**config.mk**
```make
export PLATFORM = sky130hd
export DESIGN_NAME = ddr_read_prefetcher
export DESIGN_NICKNAME = d
export VERILOG_FILES = /design/src/rtl/config_pkg.sv /design/src/rtl/sync_fifo.sv /design/src/rtl/ddr_read_prefetcher.sv
export SDC_FILE = /design/constraint.sdc
export NUM_CORES = 1
export LEC_CHECK = 0
export BUFFER_PORTS_ARGS = -buffer_cell sky130_fd_sc_hd__clkbuf_2
export CAP_MARGIN = 25
export CORE_MARGIN = 2
export CORE_UTILIZATION = 52
export CTS_CLUSTER_DIAMETER = 200
export DETAILED_ROUTE_END_ITERATION = 8
export PLACE_DENSITY = 0.74
export SETUP_SLACK_MARGIN = 0.1
export SLEW_MARGIN = 20
export SYNTH_ARGS = -nofsm -noshare
export SYNTH_HDL_FRONTEND = slang
export SYNTH_SLANG_ARGS = --single-unit
```
**constraint.sdc**
```tcl
create_clock -name clk_i -period 3.6 [get_ports clk_i]
set_input_delay 0.36 -clock clk_i [delete_from_list [all_inputs] [get_ports clk_i]]
set_output_delay 0.36 -clock clk_i [all_outputs]
set_load 0.03 [all_outputs]
```
**src/rtl/config_pkg.sv**
```systemverilog
// Shared types and defaults for the DDR read path feeding matrix_unit.
package config_pkg;

   localparam int AddrW            = 32;
   localparam int DataW            = 32;
   localparam int FifoDepthDefault = 4;

   typedef logic [AddrW-1:0] ddr_addr_t;
   typedef logic [DataW-1:0] ddr_data_t;

   typedef enum logic [1:0] {
      ST_IDLE,
      ST_FETCH,
      ST_DRAIN,
      ST_DONE
   } pf_state_e;

endpackage

```
**src/rtl/sync_fifo.sv**
```systemverilog
// Single-clock FIFO with a registered read port: popped data appears the cycle after pop_i.
module sync_fifo #(
   parameter int Width = 32,
   parameter int Depth = 4
) (
   input  logic                   clk_i,
   input  logic                   rst_ni,
   input  logic                   push_i,
   input  logic [Width-1:0]       wdata_i,
   input  logic                   pop_i,
   output logic [Width-1:0]       rdata_o,
   output logic                   full_o,
   output logic                   empty_o,
   output logic [$clog2(Depth):0] count_o
);

   localparam int PtrW = $clog2(Depth);
   localparam int CntW = PtrW + 1;

   logic [Width-1:0] r_mem [Depth];
   logic [PtrW-1:0]  r_wr_ptr;
   logic [PtrW-1:0]  r_rd_ptr;
   logic [CntW-1:0]  r_count;
   logic [Width-1:0] r_rdata;
   logic             w_push;
   logic             w_pop;

   assign full_o  = (r_count == CntW'(Depth));
   assign empty_o = (r_count == '0);
   assign count_o = r_count;
   assign rdata_o = r_rdata;
   assign w_push  = push_i && !full_o;
   assign w_pop   = pop_i && !empty_o;

   // NOTE: the storage array has no reset; pointers and count alone say which entries are valid.
   always_ff @(posedge clk_i) begin
      if (w_push) r_mem[r_wr_ptr] <= wdata_i;
   end

   // NOTE: non-blocking assignments so every flop samples the values from before the edge.
   always_ff @(posedge clk_i or negedge rst_ni) begin
      if (!rst_ni) begin
         r_wr_ptr <= '0;
         r_rd_ptr <= '0;
         r_count  <= '0;
         r_rdata  <= '0;
      end else begin
         if (w_push) r_wr_ptr <= r_wr_ptr + PtrW'(1);
         if (w_pop) begin
            r_rd_ptr <= r_rd_ptr + PtrW'(1);
            r_rdata  <= r_mem[r_rd_ptr];
         end
         r_count <= r_count + CntW'(w_push) - CntW'(w_pop);
      end
   end

endmodule

```
**src/rtl/ddr_read_prefetcher.sv**
```systemverilog
// Fetches a contiguous run of DDR words into a small FIFO; credits (outstanding + occupancy)
// bound the requests in flight so a response always has a free slot.
module ddr_read_prefetcher
   import config_pkg::*;
#(
   parameter int FifoDepth = FifoDepthDefault,
   parameter int NumWordsW = 16
) (
   input  logic                 clk_i,
   input  logic                 rst_ni,
   input  logic                 start_i,
   input  ddr_addr_t            base_addr_i,
   input  logic [NumWordsW-1:0] num_words_i,
   output logic                 busy_o,
   output logic                 done_o,
   output logic                 underflow_o,
   output logic                 ddr_req_o,
   output ddr_addr_t            ddr_req_addr_o,
   input  logic                 ddr_req_ready_i,
   input  logic                 ddr_rsp_valid_i,
   input  ddr_data_t            ddr_rsp_data_i,
   output logic                 r_avail_o,
   input  logic                 r_en_i,
   output ddr_data_t            r_data_o
);

   localparam int CntW = $clog2(FifoDepth) + 1;

   pf_state_e            r_state;
   pf_state_e            w_state_nxt;
   ddr_addr_t            r_addr;
   logic [NumWordsW-1:0] r_num_words;
   logic [NumWordsW-1:0] r_issued;
   logic [NumWordsW-1:0] r_consumed;
   logic [CntW-1:0]      r_outstanding;
   logic                 r_underflow;

   logic [CntW-1:0]      w_fifo_count;
   logic                 w_fifo_empty;
   logic                 w_fifo_full;
   logic                 w_start;
   logic                 w_credit_ok;
   logic                 w_req;
   logic                 w_accept;
   logic                 w_rsp_ok;
   logic                 w_pop;
   logic                 w_last_pop;
   logic                 w_err;

   // Credit uses registered counts only; a pop this cycle frees a slot from the next cycle.
   assign w_credit_ok = !w_fifo_full &&
                        (({1'b0, r_outstanding} + {1'b0, w_fifo_count}) < (CntW+1)'(FifoDepth));
   assign w_start     = (r_state == ST_IDLE) && start_i;
   assign w_req       = (r_state == ST_FETCH) && (r_issued < r_num_words) && w_credit_ok;
   assign w_accept    = w_req && ddr_req_ready_i;
   assign w_rsp_ok    = ddr_rsp_valid_i && (r_outstanding != '0);
   assign w_pop       = r_en_i && !w_fifo_empty;
   assign w_last_pop  = w_pop && ((r_consumed + NumWordsW'(1)) == r_num_words);
   assign w_err       = (r_en_i && w_fifo_empty) || (ddr_rsp_valid_i && (r_outstanding == '0));

   sync_fifo #(
      .Width ($bits(ddr_data_t)),
      .Depth (FifoDepth)
   ) u_fifo (
      .clk_i   (clk_i),
      .rst_ni  (rst_ni),
      .push_i  (w_rsp_ok),
      .wdata_i (ddr_rsp_data_i),
      .pop_i   (r_en_i),
      .rdata_o (r_data_o),
      .full_o  (w_fifo_full),
      .empty_o (w_fifo_empty),
      .count_o (w_fifo_count)
   );

   // NOTE: every output of this block gets a default first, so no path can infer a latch.
   always_comb begin
      w_state_nxt = r_state;
      busy_o      = 1'b1;
      done_o      = 1'b0;
      unique case (r_state)
         ST_IDLE: begin
            busy_o = 1'b0;
            if (start_i) w_state_nxt = (num_words_i == '0) ? ST_DONE : ST_FETCH;
         end
         ST_FETCH: begin
            if (w_last_pop)                    w_state_nxt = ST_DONE;
            else if (r_issued == r_num_words)  w_state_nxt = ST_DRAIN;
         end
         ST_DRAIN: begin
            if (w_last_pop) w_state_nxt = ST_DONE;
         end
         ST_DONE: begin
            done_o      = 1'b1;
            w_state_nxt = ST_IDLE;
         end
         default: w_state_nxt = ST_IDLE;
      endcase
   end

   always_ff @(posedge clk_i or negedge rst_ni) begin
      if (!rst_ni) begin
         r_state       <= ST_IDLE;
         r_addr        <= '0;
         r_num_words   <= '0;
         r_issued      <= '0;
         r_consumed    <= '0;
         r_outstanding <= '0;
         r_underflow   <= 1'b0;
      end else begin
         r_state <= w_state_nxt;
         if (w_start) begin
            r_addr      <= base_addr_i;
            r_num_words <= num_words_i;
            r_issued    <= '0;
            r_consumed  <= '0;
         end else begin
            if (w_accept) begin
               r_addr   <= r_addr + ddr_addr_t'(1);
               r_issued <= r_issued + NumWordsW'(1);
            end
            if (w_pop) r_consumed <= r_consumed + NumWordsW'(1);
         end
         r_outstanding <= r_outstanding + CntW'(w_accept) - CntW'(w_rsp_ok);
         if (w_start)    r_underflow <= 1'b0;
         else if (w_err) r_underflow <= 1'b1;
      end
   end

   assign ddr_req_o      = w_req;
   assign ddr_req_addr_o = r_addr;
   assign underflow_o    = r_underflow;
   assign r_avail_o      = !w_fifo_empty;

endmodule

```
### Yosys cells after proc, flatten, opt, wreduce, memory -nomap -nowiden

Memories as Yosys holds them, arrays and structs flattened. A register that Yosys moved wholly into a read port is not among the register bits.
Index checks and enable logic that the tools add are counted.

| word-level totals | value |
|---|---|
| flip-flop bits (word level) | 93 |
| memory bits (writable) | 128 |
| bits of input ports | 86 |
| output and inout port bits | 69 |
| logic and storage cells | 74 |
| memories | 1 |

| cells by class | value |
|---|---|
| add/sub/neg operators | 10 |
| order comparisons | 2 |
| equal/unequal tests | 9 |
| mux-type cells | 18 |
| reductions and logical operators | 24 |

Memories:

| memory | words | bits a word | rd ports | clocked after memory_dff | write ports | RTL line | source |
|---|---|---|---|---|---|---|---|
| u_fifo.r_mem | 4 | 32 | 1 | 1 | 1 | sync_fifo.sv:20 | `logic [Width-1:0] r_mem [Depth];` |

Operators with widths:

| operator | count |
|---|---|
| 2-to-1 mux 16 bit | 4 |
| 2-to-1 mux 32 bit | 2 |
| adder 16 x 1 -> 16 bit (second input constant) | 2 |
| adder 32 x 1 -> 32 bit (second input constant) | 1 |
| == test 16 bit | 2 |
| zero test 16 bit | 1 |
| less-than comparator 16 bit | 1 |
| logical AND 1 bit | 11 |
| 2-to-1 mux 2 bit | 5 |
| case mux 2 bit (4 select lines) | 1 |
| adder 3 x 1 -> 3 bit | 2 |
| zero test 3 bit | 2 |
| 2-to-1 mux 1 bit | 6 |
| nonzero test 2 bit | 3 |
| subtractor 3 x 1 -> 3 bit | 2 |
| adder 2 x 1 -> 2 bit (second input constant) | 2 |
| adder 3 x 3 -> 4 bit | 1 |
| == test 2 bit (second input constant) | 2 |
| less-than comparator 4 x 3 -> 1 bit (second input constant) | 1 |
| inequality test 2 bit (second input constant) | 2 |
| == test 3 bit (second input constant) | 1 |
| zero test 1 bit | 3 |
| inequality test 3 x 2 -> 1 bit (second input constant) | 1 |
| AND reduction 3 bit | 1 |
| 4 further kinds | 4 |

### Longest topological paths before layout

Gate-level depths: netlist (run 1).

| depth | value |
|---|---|
| depth after elaboration | 7 |
| gate-level depth with buffers | 19 |
| mapped depth without buffers | 16 |

### Modules after synthesis

A second synthesis (run 1) with hierarchy kept.

| second synthesis, totals | value |
|---|---|
| cells, all modules | 976 |
| area, all modules | 11821.3 µm² |

By module, submodules not included:

| module | times used | cells each | area each (µm²) | seq. area each (µm²) |
|---|---|---|---|---|
| sync_fifo | 1 | 338 | 6288.5 | 4819.6 |
| ddr_read_prefetcher | 1 | 638 | 5532.8 | 2152.1 |

### Worst setup path before layout (run 1)

Ideal clock, no wire load.

| path | value |
|---|---|
| kind | register -> register |
| from | register r_issued[9] |
| to | register r_outstanding[2] |
| setup time | 0.123 ns |
| arrival time | 3.278 ns |
| data required time | 3.477 ns |
| setup slack | 0.199 ns |
| cell stages (with the launch flop) | 19 |
| buffers on the path | 3 |
| period minus slack after synthesis | 3.401 ns |
| path through | dfrtp_1 -> ha_1 -> a21o_1 -> a21o_1 -> a21oi_1 -> o221ai_1 -> inv_2 -> and3_1 -> buf_2 -> inv_2 -> clkbuf_1 -> clkbuf_1 -> ha_1 -> inv_1 -> ha_1 -> inv_1 -> fa_1 -> xnor2_1 -> xnor2_1 |

| on the way | value |
|---|---|
| word-level cells in the longest chain between the ends | 6 |

RTL lines:

| element | RTL line | source |
|---|---|---|
| start: declaration | ddr_read_prefetcher.sv:33 | `logic [NumWordsW-1:0] r_issued;` |
| start signal: assignment | ddr_read_prefetcher.sv:120 | `r_issued <= r_issued + NumWordsW'(1);` |
| less-than comparator 16 bit | ddr_read_prefetcher.sv:54 | `assign w_req = (r_state == ST_FETCH) && (r_issued < r_num_words) && w_credit_ok;` |
| logical AND 1 bit (2 in series) | ddr_read_prefetcher.sv:54 |  |
| logical AND 1 bit | ddr_read_prefetcher.sv:55 | `assign w_accept = w_req && ddr_req_ready_i;` |
| adder 3 x 1 -> 3 bit | ddr_read_prefetcher.sv:124 | `r_outstanding <= r_outstanding + CntW'(w_accept) - CntW'(w_rsp_ok);` |
| subtractor 3 x 1 -> 3 bit | ddr_read_prefetcher.sv:124 |  |
| end signal: assignment | ddr_read_prefetcher.sv:124 |  |
| end: declaration | ddr_read_prefetcher.sv:35 | `logic [CntW-1:0] r_outstanding;` |

No other way between the ends.
A chain may end at the register's enable or synchronous reset.

### Final worst setup path (run 1)

Ends and elaborated chain as after synthesis.

==> results of run 1 <==
## cells in the mapped netlist, types with 2 or more instances
master,instances,area share [%]
sky130_fd_sc_hd__nand2_1,165,5.3
sky130_fd_sc_hd__edfxtp_1,128,33
sky130_fd_sc_hd__dfrtp_1,125,27
sky130_fd_sc_hd__xnor2_1,48,3.6
sky130_fd_sc_hd__nor2_1,47,1.5
sky130_fd_sc_hd__o21ai_0,39,1.7
sky130_fd_sc_hd__inv_1,38,1.2
sky130_fd_sc_hd__clkbuf_1,37,1.2
sky130_fd_sc_hd__a21oi_1,35,1.5
sky130_fd_sc_hd__ha_1,34,3.6
sky130_fd_sc_hd__mux4_2,32,6.2
sky130_fd_sc_hd__nand3_1,32,1.4
sky130_fd_sc_hd__nand4_1,31,1.7
sky130_fd_sc_hd__nor3_1,16,0.68
sky130_fd_sc_hd__nor4_1,15,0.80
sky130_fd_sc_hd__xor2_1,15,1.1
sky130_fd_sc_hd__or3_1,12,0.64
sky130_fd_sc_hd__and3_1,11,0.59
sky130_fd_sc_hd__or4_1,11,0.71
sky130_fd_sc_hd__o31ai_1,10,0.64
sky130_fd_sc_hd__a31oi_1,7,0.37
sky130_fd_sc_hd__and2_1,7,0.37
sky130_fd_sc_hd__a21o_1,5,0.32
sky130_fd_sc_hd__buf_1,5,0.16
sky130_fd_sc_hd__nand2b_1,5,0.27
sky130_fd_sc_hd__buf_2,4,0.17
sky130_fd_sc_hd__mux2i_1,4,0.34
sky130_fd_sc_hd__o211ai_1,4,0.26
sky130_fd_sc_hd__nor2b_1,3,0.16
sky130_fd_sc_hd__nor4b_1,3,0.22
sky130_fd_sc_hd__o311ai_0,3,0.22
sky130_fd_sc_hd__o41ai_1,3,0.22
sky130_fd_sc_hd__a221oi_1,2,0.15
sky130_fd_sc_hd__and4_1,2,0.15
sky130_fd_sc_hd__fa_1,2,0.34
sky130_fd_sc_hd__inv_2,2,0.064
sky130_fd_sc_hd__nand3_2,2,0.17
sky130_fd_sc_hd__o21a_1,2,0.13
## placed cells by master (no fill, tap or decap), types with 15 or more instances in the layout
cell type,netlist,routed
sky130_fd_sc_hd__nand4_1,31,31
sky130_fd_sc_hd__a21oi_1,35,35
sky130_fd_sc_hd__nor4_1,15,15
sky130_fd_sc_hd__nand2_1,165,165
sky130_fd_sc_hd__mux4_2,32,32
sky130_fd_sc_hd__edfxtp_1,128,128
sky130_fd_sc_hd__nor3_1,16,16
sky130_fd_sc_hd__dfrtp_1,125,123
sky130_fd_sc_hd__inv_1,38,38
sky130_fd_sc_hd__o21ai_0,39,39
sky130_fd_sc_hd__nor2_1,47,47
sky130_fd_sc_hd__ha_1,34,34
sky130_fd_sc_hd__xnor2_1,48,48
sky130_fd_sc_hd__clkbuf_16,0,26
sky130_fd_sc_hd__nand3_1,32,32
sky130_fd_sc_hd__xor2_1,15,15
sky130_fd_sc_hd__clkbuf_2,0,153
sky130_fd_sc_hd__buf_4,0,17
## kinds of logic after synthesis
family | Yosys count
buf+inv | 86
flops | 253
xor+xnor | 63
compound gates | 124
fa+ha+maj | 36
mux | 37
simple gates | 373
## worst max path at each step
stage / from / end / slack (ns) / cells after the start
after floorplan: r_issued[9] / r_outstanding[2] / 0.20 / 18
after global placement: r_issued[9] / r_outstanding[2] / 0.29 / 15
after detailed placement: r_issued[9] / r_outstanding[2] / 0.19 / 15
after CTS: r_issued[9] / r_outstanding[2] / 0.15 / 15
after global routing: r_issued[9] / r_outstanding[2] / 0.14 / 15
final: r_issued[9] / r_outstanding[2] / 0.36 / 15
## critical path: stages, from the launching register on
cell and delay, ns:
sky130_fd_sc_hd__dfrtp_1 0.42, sky130_fd_sc_hd__ha_1 0.31, sky130_fd_sc_hd__a21o_1 0.18, sky130_fd_sc_hd__a21o_1 0.16, sky130_fd_sc_hd__a21oi_1 0.21, sky130_fd_sc_hd__o221ai_2 0.16
sky130_fd_sc_hd__inv_2 0.12, sky130_fd_sc_hd__and3_4 0.26, sky130_fd_sc_hd__inv_4 0.10, sky130_fd_sc_hd__ha_1 0.27, sky130_fd_sc_hd__inv_1 0.05, sky130_fd_sc_hd__ha_1 0.13
sky130_fd_sc_hd__inv_1 0.05, sky130_fd_sc_hd__fa_1 0.38, sky130_fd_sc_hd__xnor2_1 0.18, sky130_fd_sc_hd__xnor2_1 0.14
## power breakdown
part | total (W) | internal, W | switching [W]
Clock | 0.00279 | 0.00165 | 0.00114
Sequential | 0.00463 | 0.00390 | 0.000734
Combinational | 0.00391 | 0.00149 | 0.00242
## metal layers
| metal | routed length [um] | vias up | track usage [%] |
|---|---|---|---|
| li1 | - | 3840 | - |
| met1 | 11200 | 3989 | 30.1 |
| met2 | 12900 | 231 | 37.6 |
| met3 | 1490 | 49 | 4.00 |
| met4 | 683 | 0 | 6.50 |
| met5 | 0 | - | 0 |
## stage by stage
stage	area [sq um]	setup slack [ns]
finish	13700	0.365
global placement	12800	0.292
detailed placement	12800	0.191
CTS	13700	0.151
floorplan	11700	0.199
global route	13700	0.140
## layout make-up
class,count,share of cell area (%)
sequential,253,50.9
multi-input combinational,633,32.2
timing repair buffer,172,6.67
clock buffer,32,5.28
tap,280,2.56
clock inverter,16,1.31
inverter,40,1.11
## repair_timing
item	CTS	global route
endpoints found under the hold margin	95	0
buffers inserted	0	0
resized for setup	0	4
hold buffers	1	0
setup endpoints to repair	0	1
## flip-flops by register name, summed over array words and instances (netlist names)
| name | count |
|---|---|
| u_fifo.count_o | 3 |
| u_fifo.r_rd_ptr | 2 |
| r_consumed | 16 |
| r_num_words | 16 |
| u_fifo.r_mem | 128 |
| u_fifo.r_wr_ptr | 2 |
| u_fifo.rdata_o | 32 |
| r_state | 2 |
| r_issued | 16 |
| ddr_req_addr_o | 32 |
| underflow_o | 1 |
| r_outstanding | 3 |
==> report_table.html, run 1 <==
<table>
<tr><th>Metric</th><th>Value</th></tr>
<tr><th colspan="2">Worst setup path</th></tr>
<tr><td>Endpoint type of the worst setup path</td><td>flop</td></tr>
<tr><td>Register-to-register path setup slack</td><td>between 0.3 and 0.4 ns</td></tr>
<tr><td>Cell depth of the worst flop-to-flop path</td><td>15</td></tr>
<tr><td>Data required time at the worst endpoint</td><td>4.05 ns</td></tr>
<tr><td>End of the worst register-to-register path</td><td>r_outstanding[2]</td></tr>
<tr><td>Startpoint of the lowest-slack register-to-register path</td><td>r_issued[9]</td></tr>
<tr><td>CP Data Arrival Time</td><td>3.69 ns</td></tr>
<tr><td>Worst Setup Start Kind</td><td>flop</td></tr>
<tr><td>Maximum fanout along the worst path</td><td>20</td></tr>
<tr><td>Path type of the worst setup path</td><td>reg -&gt; reg</td></tr>
<tr><th colspan="2">Synth</th></tr>
<tr><td>Top_reg_cell synth</td><td>sky130_fd_sc_hd__edfxtp_1</td></tr>
<tr><td>Xor/xnor cell area share of the yosys netlist</td><td>4.72%</td></tr>
<tr><td>Post-synthesis simple-gate area fraction</td><td>15.6%</td></tr>
<tr><td>Post-Synthesis Cells</td><td>about 1,000</td></tr>
<tr><td>Yosys synthesis warning count</td><td>0</td></tr>
<tr><td>FF+latch count, synth</td><td>253</td></tr>
<tr><td>Synthesized net count</td><td>~1,100</td></tr>
<tr><td>Proportion of synthesized flip-flops having asynchronous set or reset</td><td>49.4%</td></tr>
<tr><td>Post-synthesis compound-gate area fraction</td><td>6.72%</td></tr>
<tr><td>Largest family of logic cells by synthesized area</td><td>simple AND/OR/NAND/NOR gates</td></tr>
<tr><td>Average cell area after synthesis</td><td>around 12 sq um</td></tr>
<tr><td>Sequential-to-total area share from yosys stat</td><td>59.6%</td></tr>
<tr><td>EDFF count, synth</td><td>128</td></tr>
<tr><td>Post-synthesis adder-cell area fraction</td><td>under 10%</td></tr>
<tr><td>Mapped cell area</td><td>roughly 12,000 sq um</td></tr>
<tr><td>Unique cell type count in the Yosys netlist</td><td>64</td></tr>
<tr><td>Mux cell area share after synthesis</td><td>under 10%</td></tr>
<tr><th colspan="2">Worst hold path</th></tr>
<tr><td>End point of the worst hold path</td><td>u_fifo.r_mem[0][25]</td></tr>
<tr><td>Number of cells on the worst hold path</td><td>1</td></tr>
<tr><td>Hold crit path type</td><td>in -&gt; reg</td></tr>
<tr><td>Hold path startpoint</td><td>ddr_rsp_data_i[25]</td></tr>
<tr><th colspan="2">Detailed routing</th></tr>
<tr><td>Post-detailed-routing wire length</td><td>between 20,000 and 30,000 um</td></tr>
<tr><td>Number of iterations in the first detailed-routing pass</td><td>5</td></tr>
<tr><td>Routed WL per cell</td><td>18.4 um</td></tr>
<tr><td>Antenna Nets Post-Route</td><td>0</td></tr>
<tr><td>Vias per inst</td><td>approximately 5.7</td></tr>
<tr><td>Remaining routing DRC violations</td><td>0</td></tr>
<tr><td>Vias</td><td>around 8,100</td></tr>
<tr><td>Drt initial violations</td><td>568</td></tr>
<tr><th colspan="2">Timing</th></tr>
<tr><td>Slew margin rel.</td><td>about two fifths</td></tr>
<tr><td>Count of final max-slew check failures</td><td>0</td></tr>
<tr><td>Endpoints failing setup</td><td>0</td></tr>
<tr><td>Final critical path time including I/O delays and setup</td><td>around 3.2 ns</td></tr>
<tr><td>Least-Margin Pin Slew</td><td>roughly 0.93 ns</td></tr>
<tr><td>Achievable frequency</td><td>slightly above 300 MHz</td></tr>
<tr><td>Number of hold violations in the final report</td><td>0</td></tr>
<tr><td>Hold slack</td><td>0.0282 ns</td></tr>
<tr><td>RSZ-0062 raised after global routing</td><td>no</td></tr>
<tr><td>Aggregate negative setup slack</td><td>0 ns</td></tr>
<tr><td>Final Cycle Share</td><td>89.9%</td></tr>
<tr><td>Clock tree skew after final layout</td><td>between 0.015 and 0.02 ns</td></tr>
<tr><th colspan="2">Floorplan</th></tr>
<tr><td>Height of the die</td><td>around 150 um</td></tr>
<tr><td>Core area</td><td>between 20,000 and 25,000 sq um</td></tr>
<tr><td>Die width</td><td>about 150 um</td></tr>
<tr><td>Number of rows created at floorplan</td><td>54</td></tr>
<tr><td>Initial standard-cell utilization of the core</td><td>about 53%</td></tr>
<tr><td># IOs</td><td>155</td></tr>
<tr><td>Die area</td><td>23,700 sq um</td></tr>
<tr><th colspan="2">Clocking</th></tr>
<tr><td>Number of H-tree branching levels</td><td>1</td></tr>
<tr><td>Clock Latency Late Sink</td><td>approximately 0.55 ns</td></tr>
<tr><td>CTS tree</td><td>yes</td></tr>
<tr><td>Register clock-pin slew on the reported worst setup and hold paths</td><td>0.06 ns</td></tr>
<tr><td>Number of clock sinks</td><td>around 250</td></tr>
<tr><td>Clock buffer depth</td><td>3</td></tr>
<tr><td>Root buffer cell</td><td>sky130_fd_sc_hd__clkbuf_16</td></tr>
<tr><td>Clock buffers created by TritonCTS</td><td>26</td></tr>
<tr><th colspan="2">Flow run</th></tr>
<tr><td>Max-cap violations</td><td>0</td></tr>
<tr><th colspan="2">Place</th></tr>
<tr><td>Detailed placer's ending HPWL</td><td>between 15,000 and 20,000 um</td></tr>
<tr><td>Quantity of I/O buffers inserted on ports</td><td>approximately 150</td></tr>
<tr><td>Routability congestion estimate from global placement</td><td>0.836</td></tr>
<tr><td>Placed cells</td><td>approximately 1,400</td></tr>
<tr><th colspan="2">Finish</th></tr>
<tr><td>Utilization after layout</td><td>62.4%</td></tr>
<tr><td>Number of nets at the end of the flow</td><td>1,248</td></tr>
<tr><td>Footprint of the multi-input gates</td><td>between 4000 and 5000 sq um</td></tr>
<tr><td>Fill count</td><td>between 1,500 and 2,000</td></tr>
<tr><td>Final Non-Filler Cells</td><td>1,426</td></tr>
<tr><td>Antenna cells</td><td>0</td></tr>
<tr><td>Sequential cell area</td><td>6970 sq um</td></tr>
<tr><td>Area growth from synthesis to final layout</td><td>17.2%</td></tr>
<tr><td>Share of cells above drive strength 1</td><td>a little under a quarter</td></tr>
<tr><th colspan="2">GRT</th></tr>
<tr><td>Via count of the first global-routing pass</td><td>roughly 8,000</td></tr>
<tr><td>Total Routing Usage GR</td><td>between 20 and 25%</td></tr>
<tr><td>GR Overflow Total</td><td>0</td></tr>
<tr><td>Pin count of the biggest net entering global routing</td><td>just under 100</td></tr>
<tr><td>Antenna violations before repair</td><td>0</td></tr>
<tr><td>First-pass GRT wire length</td><td>42,400 um</td></tr>
<tr><th colspan="2">Power and ir drop</th></tr>
<tr><td>Final Power</td><td>0.0113 W</td></tr>
<tr><td>Leakage power</td><td>5.65 nW</td></tr>
<tr><td>VDD IR max</td><td>roughly 0.00074 V</td></tr>
<tr><td>Cell Pwr Density</td><td>~830 nW/um^2</td></tr>
<tr><th colspan="2">Status</th></tr>
<tr><td>Outcome</td><td>finished, final reports clean</td></tr>
</table>
(Power assumes the default switching activity.)
==> inputs of run 2 (changes only) <==
Settings changed: CAP_MARGIN 25 to 5, SYNTH_HIERARCHICAL from default to 1.
==> run 2 against run 1 <==
Effect of this change:
- clock-buffer cell count grew 7
- power fell by 1.3%
- non-clock buffer count is 4 higher
- die area is 1.0% higher
- global-route usage decreased by 0.38 points
- critical path depth shrank 6
- maximum frequency rose by 1.7%
- area after synthesis increased by 1.0%
- wire length barely moved
- critical path type unchanged
- largest cell class unchanged
==> report_table.html, run 2 <==
<table>
<tr><th>Metric</th><th>Value</th></tr>
<tr><th colspan="2">Detailed routing</th></tr>
<tr><td>Post-detailed-routing wire length</td><td>~26,000 um</td></tr>
<tr><td>Drt initial violations</td><td>438</td></tr>
<tr><td>Remaining routing DRC violations</td><td>0</td></tr>
<tr><td>Vias per inst</td><td>roughly 5.8</td></tr>
<tr><td>Number of iterations in the first detailed-routing pass</td><td>5</td></tr>
<tr><td>Antenna Nets Post-Route</td><td>0</td></tr>
<tr><td>Vias</td><td>a little over 8,000</td></tr>
<tr><td>Routed WL per cell</td><td>18.3 um</td></tr>
<tr><th colspan="2">Finish</th></tr>
<tr><td>Area growth from synthesis to final layout</td><td>16.2%</td></tr>
<tr><td>Leading cell type in the layout, fill and taps excluded</td><td>sky130_fd_sc_hd__nand2_1</td></tr>
<tr><td>Antenna cells</td><td>0</td></tr>
<tr><td>Final Non-Filler Cells</td><td>roughly 1,400</td></tr>
<tr><td>Highest-count cells in the layout ignoring fill and taps</td><td>sky130_fd_sc_hd__nand2_1 (160), sky130_fd_sc_hd__clkbuf_2 (153), sky130_fd_sc_hd__edfxtp_1 (128)</td></tr>
<tr><td>Area of all placed cells without fillers</td><td>between 10,000 and 15,000 sq um</td></tr>
<tr><td>Share of cells above drive strength 1</td><td>approximately 22%</td></tr>
<tr><td>Number of nets at the end of the flow</td><td>1,255</td></tr>
<tr><td>Max FFs per register</td><td>128</td></tr>
<tr><td>Register name with the most flops</td><td>u_fifo/r_mem</td></tr>
<tr><td>Utilization after layout</td><td>about three fifths</td></tr>
<tr><th colspan="2">Power and ir drop</th></tr>
<tr><td>Leakage power</td><td>5.67 nW</td></tr>
<tr><td>Cell Pwr Density</td><td>~800 nW/um^2</td></tr>
<tr><td>VDD IR max</td><td>between 0.0006 and 0.0007 V</td></tr>
<tr><th colspan="2">Worst setup path</th></tr>
<tr><td>Path type of the worst setup path</td><td>reg -&gt; reg</td></tr>
<tr><td>Cell-by-cell trace of the critical path</td><td>ha_1 &gt; a21o_1 &gt; a21o_1 &gt; a21oi_1 &gt; o22ai_1 &gt; or3_1 &gt; buf_4 &gt; or3_1 &gt; a21oi_1</td></tr>
<tr><td>Data required time at the worst endpoint</td><td>between 4 and 5 ns</td></tr>
<tr><td>Endpoint type of the worst setup path</td><td>flop</td></tr>
<tr><td>CP Data Arrival Time</td><td>around 3.7 ns</td></tr>
<tr><td>Worst Setup Start Kind</td><td>flop</td></tr>
<tr><td>Stage delay of the slowest cell on the critical path</td><td>~0.8 ns</td></tr>
<tr><td>Library cell contributing the largest single delay on the critical path</td><td>sky130_fd_sc_hd__or3_1</td></tr>
<tr><td>Maximum fanout along the worst path</td><td>35</td></tr>
<tr><th colspan="2">Timing</th></tr>
<tr><td>Number of hold violations in the final report</td><td>0</td></tr>
<tr><td>Final Cycle Share</td><td>between 80% and 90%</td></tr>
<tr><td>Aggregate negative setup slack</td><td>0 ns</td></tr>
<tr><td>Final critical path time including I/O delays and setup</td><td>3.18 ns</td></tr>
<tr><td>Clock tree skew after final layout</td><td>about 0.016 ns</td></tr>
<tr><td>Achievable frequency</td><td>between 300 and 400 MHz</td></tr>
<tr><td>Endpoints failing setup</td><td>0</td></tr>
<tr><td>Slew margin rel.</td><td>between 20% and 30%</td></tr>
<tr><td>Least-Margin Pin Slew</td><td>1.07 ns</td></tr>
<tr><td>RSZ-0062 raised after global routing</td><td>no</td></tr>
<tr><td>Count of final max-slew check failures</td><td>0</td></tr>
<tr><td>Hold slack</td><td>approximately 0.025 ns</td></tr>
<tr><th colspan="2">Flow run</th></tr>
<tr><td>Max-cap violations</td><td>0</td></tr>
<tr><th colspan="2">Clocking</th></tr>
<tr><td>Register clock-pin slew on the reported worst setup and hold paths</td><td>0.06 ns</td></tr>
<tr><td>Root buffer cell</td><td>sky130_fd_sc_hd__clkbuf_16</td></tr>
<tr><td>Clock Latency Late Sink</td><td>approximately 0.55 ns</td></tr>
<tr><td>Clock buffer depth</td><td>3</td></tr>
<tr><td>Post-CTS Repair Setup Buffers</td><td>0</td></tr>
<tr><td>Number of H-tree branching levels</td><td>1</td></tr>
<tr><td>CTS tree</td><td>yes</td></tr>
<tr><td>Clock buffers created by TritonCTS</td><td>27</td></tr>
<tr><td>Number of clock sinks</td><td>roughly 250</td></tr>
<tr><th colspan="2">GRT</th></tr>
<tr><td>Antenna violations before repair</td><td>0</td></tr>
<tr><td>GR Overflow Total</td><td>0</td></tr>
<tr><td>Total Routing Usage GR</td><td>22.0%</td></tr>
<tr><td>Pin count of the biggest net entering global routing</td><td>100</td></tr>
<tr><td>First-pass GRT wire length</td><td>between 40,000 and 50,000 um</td></tr>
<tr><td>Via count of the first global-routing pass</td><td>approximately 8,100</td></tr>
<tr><th colspan="2">Synth</th></tr>
<tr><td>Sequential-to-total area share from yosys stat</td><td>about three fifths</td></tr>
<tr><td>Top cells by count, synth</td><td>sky130_fd_sc_hd__nand2_1 (160), sky130_fd_sc_hd__edfxtp_1 (128), sky130_fd_sc_hd__dfrtp_1 (125)</td></tr>
<tr><td>Average cell area after synthesis</td><td>between 10 and 15 sq um</td></tr>
<tr><td>Top_reg_cell synth</td><td>sky130_fd_sc_hd__edfxtp_1</td></tr>
<tr><td>Unique cell type count in the Yosys netlist</td><td>70</td></tr>
<tr><td>FF+latch count, synth</td><td>~250</td></tr>
<tr><td>Top cell type's share of synthesized area</td><td>between 30% and 40%</td></tr>
<tr><td>Top cell type by total area after synthesis</td><td>sky130_fd_sc_hd__edfxtp_1</td></tr>
<tr><td>EDFF count, synth</td><td>roughly 130</td></tr>
<tr><td>Proportion of synthesized flip-flops having asynchronous set or reset</td><td>roughly half</td></tr>
<tr><td>Mapped cell area</td><td>approximately 12,000 sq um</td></tr>
<tr><td>Synthesized net count</td><td>~1,100</td></tr>
<tr><td>Post-Synthesis Cells</td><td>976</td></tr>
<tr><td>Synth top area cells</td><td>sky130_fd_sc_hd__edfxtp_1 (33%), sky130_fd_sc_hd__dfrtp_1 (26%), sky130_fd_sc_hd__mux4_2 (5.3%), sky130_fd_sc_hd__nand2_1 (5.1%), sky130_fd_sc_hd__ha_1 (3.6%)</td></tr>
<tr><td>Yosys synthesis warning count</td><td>6</td></tr>
<tr><td>Cell with the most instances after synthesis</td><td>sky130_fd_sc_hd__nand2_1</td></tr>
<tr><th colspan="2">Floorplan</th></tr>
<tr><td>Height of the die</td><td>roughly 150 um</td></tr>
<tr><td>Die width</td><td>155 um</td></tr>
<tr><td>Die area</td><td>24,000 sq um</td></tr>
<tr><td>Number of rows created at floorplan</td><td>55</td></tr>
<tr><td># IOs</td><td>155</td></tr>
<tr><td>Initial standard-cell utilization of the core</td><td>about 53%</td></tr>
<tr><td>Core area</td><td>between 20,000 and 25,000 sq um</td></tr>
<tr><th colspan="2">Place</th></tr>
<tr><td>Placed Area</td><td>between 10,000 and 15,000 sq um</td></tr>
<tr><td>Quantity of I/O buffers inserted on ports</td><td>154</td></tr>
<tr><td>Detailed placer's ending HPWL</td><td>17,300 um</td></tr>
<tr><td>Routability congestion estimate from global placement</td><td>approximately 0.90</td></tr>
<tr><td>Placed cells</td><td>between 1,000 and 1,500</td></tr>
<tr><th colspan="2">Status</th></tr>
<tr><td>Outcome</td><td>finished, final reports clean</td></tr>
<tr><th colspan="2">Worst hold path</th></tr>
<tr><td>Hold crit path type</td><td>in -&gt; reg</td></tr>
</table>
==> run 2: changes by cell type in the layout (fill, tap and decap cells not counted), moves of 8 or more <==
cell	delta
sky130_fd_sc_hd__nor4_1	-8
sky130_fd_sc_hd__xnor2_1	-19
sky130_fd_sc_hd__or4_1	+11
sky130_fd_sc_hd__or3_1	+10
sky130_fd_sc_hd__a31oi_1	+14
sky130_fd_sc_hd__a21oi_1	-8
==> run 2: repair_timing <==
| item | in CTS | in global routing |
|---|---|---|
| hold endpoints to repair | 78 | 0 |
| hold buffers | 1 | 0 |
| resized for setup | 0 | 0 |
==> run 2: final cells by class <==
cell class                      instances  area [sq um]
Inverter                               38           143
Sequential cell                       253          6970
Multi-Input combinational cell        637          4450
Clock inverter                         10           109
Timing Repair Buffer                  176           945
Fill cell                            1767          8760
Tap cell                              285           357
Clock buffer                           39           761
==> run 2: routing by layer <==
metal	routed length [um]	vias up	GRT usage (%)
met2	12700	295	37.7
met3	1920	52	4.85
met4	707	0	6.44
met1	10900	4022	28.3
li1	-	3906	-
met5	0	-	0
==> run 2: path summary, 6_finish.rpt <==
path                                     from                 end  slack, ns  depth (start not counted)
max                               r_issued[9]         r_issued[3]       0.42                          9
min                           base_addr_i[27]  ddr_req_addr_o[27]       0.03                          3
max reg2reg                       r_issued[9]         r_issued[3]       0.42                          9
min reg2reg                u_fifo/rdata_o[16]  u_fifo/rdata_o[16]       0.47                          2
max in group asynchronous              rst_ni   u_fifo/rdata_o[7]       2.28                          3
min in group asynchronous              rst_ni       r_consumed[8]       0.52                          2
==> run 2: logic make-up after synthesis <==
logic type / after synthesis / share of synthesized area (%)
multiplexers: 34 / 6.40
AND/OR/NAND/NOR: 385 / 16.2
adder cells (fa/ha/maj): 36 / 3.94
buffers and inverters: 86 / 3.42
XOR/XNOR: 44 / 3.26
flip-flops: 253 / 59.0
AO/OA/AOI/OAI: 138 / 7.81
==> run 2: through the flow <==
step                      worst slack, ns  total power [W]
after floorplan                     0.300          0.00741
after global placement              0.575          0.00842
after detailed placement            0.472          0.00854
after CTS                           0.451           0.0113
after global routing                0.138           0.0118
final                               0.420           0.0112
==> run 2: where the power goes <==
group	switching (W)	internal [W]
logic	0.00247	0.00145
registers	0.000646	0.00392
clock network	0.00110	0.00161
==> run 2: critical path, delay by kind of cell (launching register included) <==
| family | cells | cell delay, ns |
|---|---|---|
| buf+inv | 1 | 0.33 |
| fa+ha+maj | 1 | 0.31 |
| simple gates | 2 | 1.17 |
| compound gates | 5 | 0.85 |
| flops | 1 | 0.43 |
==> inputs of run 3 (changes only) <==
Settings changed: CELL_PAD_IN_SITES_DETAIL_PLACEMENT from default to 0, CELL_PAD_IN_SITES_GLOBAL_PLACEMENT from default to 1, CORE_UTILIZATION 52 to 42.
==> run 3 against run 2 <==
Effect of this change:
- sequential share of layout area fell by 1.5 points
- first-iteration DRC count rose by 22%
- highest routed layer unchanged
- combinational power hardly changed
- power increased by 0.24%
- cell count increased by 8.4%
==> report_table.html, run 3 (synthesis results as in run 2) <==
<table>
<tr><th>Metric</th><th>Value</th></tr>
<tr><th colspan="2">Finish</th></tr>
<tr><td>Highest-count cells in the layout ignoring fill and taps</td><td>sky130_fd_sc_hd__nand2_1 (160), sky130_fd_sc_hd__clkbuf_2 (153), sky130_fd_sc_hd__edfxtp_1 (128)</td></tr>
<tr><td>Leading cell type in the layout, fill and taps excluded</td><td>sky130_fd_sc_hd__nand2_1</td></tr>
<tr><td>Area growth from synthesis to final layout</td><td>19.8%</td></tr>
<tr><td>Max FFs per register</td><td>between 100 and 150</td></tr>
<tr><td>Share of cells above drive strength 1</td><td>between 20% and 30%</td></tr>
<tr><td>Register name with the most flops</td><td>u_fifo/r_mem</td></tr>
<tr><td>Final Non-Filler Cells</td><td>1,559</td></tr>
<tr><td>Antenna cells</td><td>0</td></tr>
<tr><td>Number of nets at the end of the flow</td><td>between 1,000 and 1,500</td></tr>
<tr><th colspan="2">GRT</th></tr>
<tr><td>GR Overflow Total</td><td>0</td></tr>
<tr><td>Total Routing Usage GR</td><td>18.8%</td></tr>
<tr><td>Pin count of the biggest net entering global routing</td><td>77</td></tr>
<tr><td>First-pass GRT wire length</td><td>43,800 um</td></tr>
<tr><td>Antenna violations before repair</td><td>0</td></tr>
<tr><td>Via count of the first global-routing pass</td><td>slightly above 8,000</td></tr>
<tr><th colspan="2">Worst setup path</th></tr>
<tr><td>Worst Setup Start Kind</td><td>flop</td></tr>
<tr><td>Cell depth of the worst flop-to-flop path</td><td>9</td></tr>
<tr><td>Path type of the worst setup path</td><td>reg -&gt; out</td></tr>
<tr><td>CP Data Arrival Time</td><td>about 2.8 ns</td></tr>
<tr><td>Endpoint type of the worst setup path</td><td>primary output</td></tr>
<tr><td>Data required time at the worst endpoint</td><td>3.24 ns</td></tr>
<tr><td>Maximum fanout along the worst path</td><td>5</td></tr>
<tr><th colspan="2">Power and ir drop</th></tr>
<tr><td>Leakage power</td><td>about 5.8 nW</td></tr>
<tr><td>Final Power</td><td>about 0.011 W</td></tr>
<tr><td>Cell Pwr Density</td><td>792 nW/um^2</td></tr>
<tr><td>VDD IR max</td><td>~0.0006 V</td></tr>
<tr><th colspan="2">Timing</th></tr>
<tr><td>Endpoints failing setup</td><td>0</td></tr>
<tr><td>Slew margin rel.</td><td>between 30% and 40%</td></tr>
<tr><td>Count of final max-slew check failures</td><td>0</td></tr>
<tr><td>Final Cycle Share</td><td>88.3%</td></tr>
<tr><td>Achievable frequency</td><td>between 300 and 400 MHz</td></tr>
<tr><td>Clock tree skew after final layout</td><td>between 0.03 and 0.04 ns</td></tr>
<tr><td>Final critical path time including I/O delays and setup</td><td>around 3.2 ns</td></tr>
<tr><td>RSZ-0062 raised after global routing</td><td>no</td></tr>
<tr><td>Number of hold violations in the final report</td><td>0</td></tr>
<tr><td>Least-Margin Pin Slew</td><td>0.942 ns</td></tr>
<tr><td>Aggregate negative setup slack</td><td>0 ns</td></tr>
<tr><th colspan="2">Detailed routing</th></tr>
<tr><td>Vias per inst</td><td>roughly 5.3</td></tr>
<tr><td>Antenna Nets Post-Route</td><td>0</td></tr>
<tr><td>Drt initial violations</td><td>between 500 and 600</td></tr>
<tr><td>Post-detailed-routing wire length</td><td>27,300 um</td></tr>
<tr><td>Remaining routing DRC violations</td><td>0</td></tr>
<tr><td>Vias</td><td>8,284</td></tr>
<tr><td>Routed WL per cell</td><td>17.5 um</td></tr>
<tr><td>Number of iterations in the first detailed-routing pass</td><td>5</td></tr>
<tr><th colspan="2">Floorplan</th></tr>
<tr><td>Number of rows created at floorplan</td><td>between 60 and 70</td></tr>
<tr><td>Die width</td><td>172 um</td></tr>
<tr><td>Die area</td><td>slightly below 30,000 sq um</td></tr>
<tr><td># IOs</td><td>roughly 160</td></tr>
<tr><td>Height of the die</td><td>between 150 and 200 um</td></tr>
<tr><td>Initial standard-cell utilization of the core</td><td>42.6%</td></tr>
<tr><td>Core area</td><td>27,800 sq um</td></tr>
<tr><th colspan="2">Place</th></tr>
<tr><td>Placed cells</td><td>~1,500</td></tr>
<tr><td>Routability congestion estimate from global placement</td><td>0.807</td></tr>
<tr><td>Quantity of I/O buffers inserted on ports</td><td>about 150</td></tr>
<tr><td>Detailed placer's ending HPWL</td><td>approximately 18,000 um</td></tr>
<tr><th colspan="2">Flow run</th></tr>
<tr><td>Max-cap violations</td><td>0</td></tr>
<tr><th colspan="2">Clocking</th></tr>
<tr><td>Post-CTS resize count</td><td>0</td></tr>
<tr><td>Clock buffers created by TritonCTS</td><td>28</td></tr>
<tr><td>Number of clock sinks</td><td>between 200 and 300</td></tr>
<tr><td>Clock Latency Late Sink</td><td>about 0.56 ns</td></tr>
<tr><td>Register clock-pin slew on the reported worst setup and hold paths</td><td>approximately 0.060 ns</td></tr>
<tr><td>Number of H-tree branching levels</td><td>1</td></tr>
<tr><td>CTS tree</td><td>yes</td></tr>
<tr><td>Root buffer cell</td><td>sky130_fd_sc_hd__clkbuf_16</td></tr>
<tr><td>Clock buffer depth</td><td>3</td></tr>
<tr><th colspan="2">Worst hold path</th></tr>
<tr><td>Hold crit path type</td><td>in -&gt; reg</td></tr>
<tr><td>Number of cells on the worst hold path</td><td>3</td></tr>
<tr><th colspan="2">Status</th></tr>
<tr><td>Outcome</td><td>finished, final reports clean</td></tr>
</table>
-- run 3: what timing repair did --
action,in CTS,in global routing
setup buffers,0,0
endpoints found under the hold margin,199,0
hold buffers,32,0
-- run 3: power by group --
| group | leakage [nW] | total, W | switching (W) | internal (W) |
|---|---|---|---|---|
| logic | 2.64 | 0.00391 | 0.00245 | 0.00145 |
| clock network | 0.417 | 0.00273 | 0.00118 | 0.00155 |
| registers | 2.72 | 0.00457 | 0.000654 | 0.00392 |
-- run 3: metal layers --
metal  track usage (%)  vias to the layer above  share of wire, %
met1              25.9                     4064                45
met2              31.3                      225                47
met5                 0                        -                 0
met4              3.36                        0               1.4
met3              3.64                       28               6.0
li1                  -                     3967                 -
-- run 3: layout make-up --
class / instances / area, sq um
flip-flops and latches: 253 / 6970
clock buffers: 37 / 754
well taps: 378 / 473
fillers: 2515 / 13600
repair buffers: 203 / 1240
multi-input cells: 637 / 4450
inverters: 38 / 143
clock inverters: 13 / 130
-- run 3: critical path: stages (launching register included) --
cell	delay [ns]
sky130_fd_sc_hd__dfrtp_1	0.45
sky130_fd_sc_hd__ha_1	0.30
sky130_fd_sc_hd__nor4_1	0.29
sky130_fd_sc_hd__nand4b_1	0.13
sky130_fd_sc_hd__a21oi_1	0.25
sky130_fd_sc_hd__nor3b_1	0.52
sky130_fd_sc_hd__clkbuf_2	0.31
-- run 3: worst paths after layout --
kind | endpoint | slack, ns | from
setup / recovery | ddr_req_o | 0.42 | u_fifo/count_o[2]
hold / removal | ddr_req_addr_o[28] | 0.03 | base_addr_i[28]
setup reg to reg | r_issued[6] | 0.44 | u_fifo/count_o[2]
hold reg to reg | u_fifo/rdata_o[0] | 0.47 | u_fifo/rdata_o[0]
max in group asynchronous | ddr_req_addr_o[30] | 2.39 | rst_ni
min in group asynchronous | r_consumed[3] | 0.44 | rst_ni
-- run 3: per-stage QoR --
step                      setup WS (ns)  hold WS [ns]  utilization, %  instance area, sq um
after floorplan                   0.300        0.0644               -                 11800
after global placement            0.461         0.459            46.6                 13000
after detailed placement          0.450         0.461            46.6                 13000
after CTS                         0.418       0.00901            51.0                 14200
after global routing              0.158        0.0179            51.0                 14200
final                             0.421        0.0314            51.0                 14200
